## src/rtl/resp_pkg.sv

```systemverilog
// Shared types and helpers for the fixed-latency request/response responder.
package resp_pkg;

   typedef enum logic {
      IDLE   = 1'b0,
      ACTIVE = 1'b1
   } state_t;

   localparam int LATENCY_MAX = 16;
   localparam int PAR_W_MAX   = 64;

   // Callers zero-extend narrower payloads; zero bits do not change the result.
   function automatic logic parity(input logic [PAR_W_MAX-1:0] d);
      return ^d;
   endfunction

endpackage

```

## src/rtl/lat_pipe_stage.sv

```systemverilog
// One delay stage: a valid bit plus payload and parity, cleared by flush.
module lat_pipe_stage #(
   parameter int DW = 8
) (
   input  logic          clk,
   input  logic          rst,
   input  logic          flush,
   input  logic          vld_in,
   input  logic [DW-1:0] data_in,
   input  logic          par_in,
   output logic          vld,
   output logic [DW-1:0] data,
   output logic          par
);

   // Payload only moves with a live valid, so the final stage holds the last
   // delivered response while no new one is arriving.
   always_ff @(posedge clk or posedge rst) begin
      if (rst) begin
         vld  <= 1'b0;
         data <= '0;
         par  <= 1'b0;
      end else begin
         vld <= vld_in & ~flush;
         if (vld_in && !flush) begin
            data <= data_in;
            par  <= par_in;
         end
      end
   end

endmodule

```

## src/rtl/fixed_latency_responder.sv

```systemverilog
// Echoes each accepted request payload (with even parity) exactly LATENCY clocks later.
module fixed_latency_responder
   import resp_pkg::*;
#(
   parameter int LATENCY = 2,
   parameter int DW      = 8,
   parameter int CNT_W   = 16
) (
   input  logic                           clk,
   input  logic                           rst,
   input  logic                           en,
   input  logic                           flush,
   input  logic                           req_vld,
   input  logic [DW-1:0]                  req_data,
   output logic                           rsp_vld,
   output logic [DW-1:0]                  rsp_data,
   output logic                           rsp_par,
   output logic [$clog2(LATENCY+1)-1:0]   inflight,
   output logic                           idle,
   output logic [CNT_W-1:0]               req_cnt
);

   localparam int IW = $clog2(LATENCY+1);

   if (LATENCY < 1 || LATENCY > LATENCY_MAX) begin : g_bad_latency
      $error("fixed_latency_responder: LATENCY %0d outside 1..%0d", LATENCY, LATENCY_MAX);
   end
   if (DW < 1 || DW > PAR_W_MAX) begin : g_bad_dw
      $error("fixed_latency_responder: DW %0d outside 1..%0d", DW, PAR_W_MAX);
   end

   logic                          accept;
   logic [LATENCY-1:0]            vld_pipe;
   logic [LATENCY-1:0][DW-1:0]    data_pipe;
   logic [LATENCY-1:0]            par_pipe;
   logic [IW-1:0]                 inflight_nxt;
   state_t                        state, state_nxt;

   // Flush wins over a same-cycle request.
   assign accept = req_vld & en & ~flush;

   for (genvar i = 0; i < LATENCY; i++) begin : g_stage
      if (i == 0) begin : g_head
         lat_pipe_stage #(.DW(DW)) u_stage (
            .clk     (clk),
            .rst     (rst),
            .flush   (flush),
            .vld_in  (accept),
            .data_in (req_data),
            .par_in  (parity(PAR_W_MAX'(req_data))),
            .vld     (vld_pipe[i]),
            .data    (data_pipe[i]),
            .par     (par_pipe[i])
         );
      end else begin : g_body
         lat_pipe_stage #(.DW(DW)) u_stage (
            .clk     (clk),
            .rst     (rst),
            .flush   (flush),
            .vld_in  (vld_pipe[i-1]),
            .data_in (data_pipe[i-1]),
            .par_in  (par_pipe[i-1]),
            .vld     (vld_pipe[i]),
            .data    (data_pipe[i]),
            .par     (par_pipe[i])
         );
      end
   end

   assign rsp_vld  = vld_pipe[LATENCY-1];
   assign rsp_data = data_pipe[LATENCY-1];
   assign rsp_par  = par_pipe[LATENCY-1];

   // Up/down count tracks popcount(vld_pipe) without an adder tree.
   always_comb begin
      inflight_nxt = inflight;
      if (flush)
         inflight_nxt = '0;
      else
         inflight_nxt = inflight + IW'(accept) - IW'(rsp_vld);
   end

   always_comb begin
      state_nxt = state;
      case (state)
         IDLE:    if (accept) state_nxt = ACTIVE;
         ACTIVE:  if (flush || inflight_nxt == '0) state_nxt = IDLE;
         default: state_nxt = IDLE;
      endcase
   end

   always_ff @(posedge clk or posedge rst) begin
      if (rst) begin
         state    <= IDLE;
         inflight <= '0;
         req_cnt  <= '0;
      end else begin
         state    <= state_nxt;
         inflight <= inflight_nxt;
         if (accept && req_cnt != '1)
            req_cnt <= req_cnt + 1'b1;
      end
   end

   assign idle = (state == IDLE);

endmodule

```

## config.mk

```make
export PLATFORM = sky130hd
export DESIGN_NAME = fixed_latency_responder
export DESIGN_NICKNAME = d
export VERILOG_FILES = /design/src/rtl/resp_pkg.sv /design/src/rtl/lat_pipe_stage.sv /design/src/rtl/fixed_latency_responder.sv
export SDC_FILE = /design/constraint.sdc
export NUM_CORES = 1
export LEC_CHECK = 0
export BUFFER_PORTS_ARGS = -buffer_cell sky130_fd_sc_hd__buf_2
export CAP_MARGIN = 20
export CORE_MARGIN = 3
export CORE_UTILIZATION = 40
export CTS_BUF_LIST = sky130_fd_sc_hd__clkbuf_4
export DETAILED_ROUTE_END_ITERATION = 8
export HOLD_SLACK_MARGIN = 0.05
export PLACE_DENSITY = 0.7
export SYNTH_ARGS = -nofsm -noshare
export SYNTH_HDL_FRONTEND = slang
export SYNTH_HIERARCHICAL = 1
export SYNTH_SLANG_ARGS = --single-unit
```

## constraint.sdc

```tcl
create_clock -name clk -period 1.63 [get_ports clk]
set_input_delay 0.0815 -clock clk [delete_from_list [all_inputs] [get_ports clk]]
set_output_delay 0.0815 -clock clk [all_outputs]
set_load 0.01 [all_outputs]
```

# Word-level counts from Yosys, hierarchy flattened
# Cells that the tools add are included.
# op_classes
addsub	3
multipliers	0
div	0
magnitude_cmp	0
eq_ne	1
shift	0
muxes	4
bitwise	6
reduce_logical	7
# ops
operator	count
$reduce_xor 64->1	1
$add 16x1->16 const B	1
$ne 16x16->1 const B	1
$and 1x1->1	4
$logic_and 1x1->1	3
$add 2x1->2	1
$logic_not 2->1	1
$mux 1	2
$mux 2	1
$not 1->1	2
$pmux 1 s2	1
$sub 2x1->2	1
$logic_not 1->1	1
$logic_or 1x1->1	1
# word_totals
regBits	39
latchBits	0
ramBits	0
rom_bits	0
inputBits	13
wordCells	30
mem_count	0

# Longest topological paths before layout
# depth
depth_word	9
depth_mapped	9
mapped_depth_nobuf	8

# By module
# Netlist, hierarchy kept.
# modules_own_cells
module	n_inst	cells_per_inst	area_each_um2
fixed_latency_responder	1	106	1152.4
lat_pipe_stage	2	22	422.9

# Worst setup path before layout
# No wires, ideal clock.
# synth_timing
kind	reg2reg
start	reg req_cnt[4]
end	reg req_cnt[14]
setup_time_ns	0.128
t_arrival_ns	1.487
slack_ns	0.015
stages_incl_launch_ff	5
path_buffers	0
synth_period_minus_slack_ns	1.615
cell_sequence	dfrtp_1 -> nand4_4 -> or2_4 -> nor4_2 -> mux2_1
# synth_between
elab_chain_cells	2
elab_cells_between_ends	3
classes_between	1 x add/sub; 1 x eq/ne; 1 x reduce/logical
# synth_rtl
element	line_no	rtl
start: declaration	fixed_latency_responder.sv:20	output logic [CNT_W-1:0] req_cnt
start signal: assignment	fixed_latency_responder.sv:101	req_cnt <= req_cnt + 1'b1;
parallel branches: the longest is 2 deep, another holds $add 16x1->16	-	
# Parallel ways; which one is timed is not known.
# A chain may end at the register's enable or synchronous reset.

# Final worst setup path
# layout_timing
start	reg g_stage[1].g_body.u_stage.vld
end	reg state
# layout_between
elab_chain_cells	6
# layout_rtl
element	line_no	rtl
start: declaration	lat_pipe_stage.sv:11	output logic vld,
start signal: assignment	lat_pipe_stage.sv:24	vld <= vld_in & ~flush;
$sub 2x1->2	fixed_latency_responder.sv:80	inflight_nxt = inflight + IW'(accept) - IW'(rsp_vld);
$mux 2	fixed_latency_responder.sv:77	if (flush)
net inflight_nxt[1]	fixed_latency_responder.sv:36	logic [IW-1:0] inflight_nxt;
$logic_not 2->1	fixed_latency_responder.sv:87	ACTIVE: if (flush || inflight_nxt == '0) state_nxt = IDLE;
$logic_or 1x1->1	fixed_latency_responder.sv:87	
$mux 1	fixed_latency_responder.sv:87	
$pmux 1 s2	fixed_latency_responder.sv:85	case (state)
net state_nxt	fixed_latency_responder.sv:37	state_t state, state_nxt;
end signal: assignment	fixed_latency_responder.sv:98	state <= state_nxt;
end: declaration	fixed_latency_responder.sv:37	
# The timed path passes the listed nets, and every way through them passes these cells.

==> impl_metrics.yaml <==
yosys:
  yosys_warnings: 6
  async_flop_share_pct: 100
  synth_top_area_cell: "dfrtp_1"
  seq_area_frac_synth_pct: 48.8
  syn_inst: 150
  ys_seq_elements: 39
  synth_ff_type: "dfrtp_1"
  yosysMostFrequentCell: "dfrtp_1"
  synth_top_cell_area_share_pct: 48.8
  synth.top_cells.by_area: "dfrtp_1 49%, mux2_4 14%, xnor2_1 3.9%"
  syn_nets: 166
  synthesis.area_mm2: 0.00200
  ys_top_cells_by_count: "39 x dfrtp_1, 19 x mux2_4, 9 x xnor2_1"
  syn_area_per_cell_um2: 13.3
  synth_cell_types: 41
  synth_edf_count: 0
min_path:
  min_from: "flush"
  hold_path.class: "in -> reg"
  hold_path_end: "inflight[1]"
  min_path_cells: 3
cells_and_area:
  layout.cells.non_filler: 293
  layout-drive-gt1-share_pct: 50.9
  fin_nets: 241
  utilization_pct: 54.2
  antennaDiodeCount: 0
  fin_area_mm2: 0.00259
  fillers: 440
  areaGrowthSynthToFinish_pct: 29.7
clock_network:
  cts.clk_slew.worst_paths_ps: 110
  cts_root_buf: "clkbuf_4"
  clockBufferDepth: 2
  cts_made_buffers: 5
  tritoncts: "built"
  cts_max_level: 2
  clock-sinks: 39
  clk_latency_ps: 350
drt:
  via_count: 1419
  dr.pass1.iters: 4
  drt_iter0_drc: 52
  drt-vias-per-instance: 4.84
  antenna_left: 0
  drc: 0
  wl_per_cell_um: 14.4
  routed_wl_um: 4220
global_routing:
  grt_usage_pct: 14.8
  grt_antenna_before_repair: 0
  grt_pass1_vias: 1418
  grt_max_degree: 20
  grt_first_pass_wirelength_um: 6860
  overflow: 0
outcome:
  outcome: "complete, no violations"
run:
  cap_violations: 0
critical_path:
  path_max_fanout: 2
  startpoint_type: "flip-flop"
  path_buf_inv: 1
  worstPathRequired_ps: 1870
  crit_family: "adder cells"
  worstPathCellList: "ha_4 > inv_2 > ha_2 > xor2_1 > xnor2_1 > nor2_1 > o31a_1"
  reg2reg_from: "g_stage[1].g_body.u_stage/vld"
  worstSetupEndpointType: "flip-flop"
  r2r_end: "state"
  arrival_ps: 1830
  ff2ff_path_depth: 7
  cp_slowest_cell: "dfrtp_1"
  criticalPathCategory: "reg -> reg"
  slowest_delay_ps: 430
  r2r_setup_slack_ps: 40
power:
  p_sw_uw: 855
  clkPwrFrac_pct: 18.7
  p_seq_share_pct: 48.8
  power.density_mw_per_mm2: 1060
  p_leak_uw: 0.00130
  ir_worst_vdd_mv: 0.673
  power_frac_comb_pct: 32.6
  p_total_uw: 2740
  p_sw_share_pct: 31.2
  power.internal_uw: 1880
timing:
  hold_ws_ps: 76.6
  fin_crit_sh_pct: 97.7
  tightest_slew_ps: 409
  layout_min_cycle_time_ps: 1590
  final_hold_viol_count: 0
  max_slew_margin_pct: 72.7
  fin_skew_ps: 7.74
  max_freq_ghz: 0.628
  drv_slew: 0
  setup_viol: 0
placed_design:
  placed_area_mm2: 0.00239
  hpwl_um: 3030
  dp_cells: 273
  port_buffers: 41
  gp_congestion: 0.872
floorplan:
  floorplan.rows: 25
  ioPinCount: 42
  dieArea_mm2: 0.00588
  start_util_pct: 41.8
  die_x_um: 76.7
  core_mm2: 0.00479
  die_h_um: 76.7
repair_timing:
item,in CTS,in global routing
gates resized for setup,0,7
setup buffers,0,3
endpoints found under the hold margin,47,0
hold buffers,9,0
endpoints found under the setup margin,0,7
cells in the final DEF, fill, tap and decap left out, drive strengths merged, types with 7 or more instances in the layout:
master	n
nor2	8
dlygate4sd3	9
inv	7
buf	64
dfrtp	39
mux2	22
xnor2	9
nand2	7
clkbuf	7
worst max-delay path by stage:
stage	start	end	slack, ps	cells past startpoint
floorplan	req_cnt[4]	req_cnt[14]	20	4
global placement	req_cnt[6]	req_cnt[13]	60	5
detailed placement	g_stage[1].g_body.u_stage/vld	state	20	7
CTS	g_stage[1].g_body.u_stage/vld	state	2	7
global route	g_stage[1].g_body.u_stage/vld	state	-7	7
finish	g_stage[1].g_body.u_stage/vld	state	40	7
per-stage QoR:
stage	setup TNS, ps	setup slack, ps
4_1_cts	0	2.09
3_3_place_gp	0	61.2
5_1_grt	-7.25	-7.25
3_5_place_dp	0	20.4
2_1_floorplan	0	15.4
6_report	0	38.0
cells by family after synthesis:
| family | after synthesis | share of synthesized area, % |
|---|---|---|
| AO/OA/AOI/OAI | 11 | 3.95 |
| XOR/XNOR | 15 | 6.58 |
| adder cells (fa/ha/maj) | 3 | 1.88 |
| buffers and inverters | 12 | 4.13 |
| flip-flops | 39 | 48.8 |
| multiplexers | 22 | 16.0 |
| AND/OR/NAND/NOR | 48 | 18.7 |
power groups by stage:
stage	combinational, µW	clock [µW]	sequential (µW)
after global placement	862	0	1340
after global routing	974	577	1370
after CTS	895	538	1330
after floorplan	417	0	1430
final	892	511	1340
after detailed placement	880	0	1340
routing by layer:
layer	GRT usage, %	vias to the layer above	part of all wire (%)
met3	4.34	9	4.9
met1	18.3	689	44
met2	24.2	42	49
met5	0	-	0
li1	-	679	-
met4	5.80	0	1.8
state kept, by name, summed over array words and instances (netlist names):
signal	count
g_stage.g_body.u_stage/data	8
g_stage.g_body.u_stage/par	1
g_stage.g_body.u_stage/vld	1
g_stage.g_head.u_stage/data	8
g_stage.g_head.u_stage/par	1
g_stage.g_head.u_stage/vld	1
inflight	2
req_cnt	16
state	1
layout make-up:
class,count,area [µm²],area share (%)
Sequential cell,39,978,37.7
Timing Repair Buffer,73,480,18.5
Inverter,7,26.3,1.01
Clock buffer,7,52.6,2.03
Multi-Input combinational cell,99,966,37.3
Tap cell,67,83.8,3.23
Clock inverter,1,5.00,0.193
worst register-to-register path, cell delays in order, from the launching register on:
cell and delay (ps):
dfrtp_1 430, ha_4 280, inv_2 30, ha_2 160
xor2_1 150, xnor2_1 150, nor2_1 70, o31a_1 230
(Power assumes the default switching activity.)
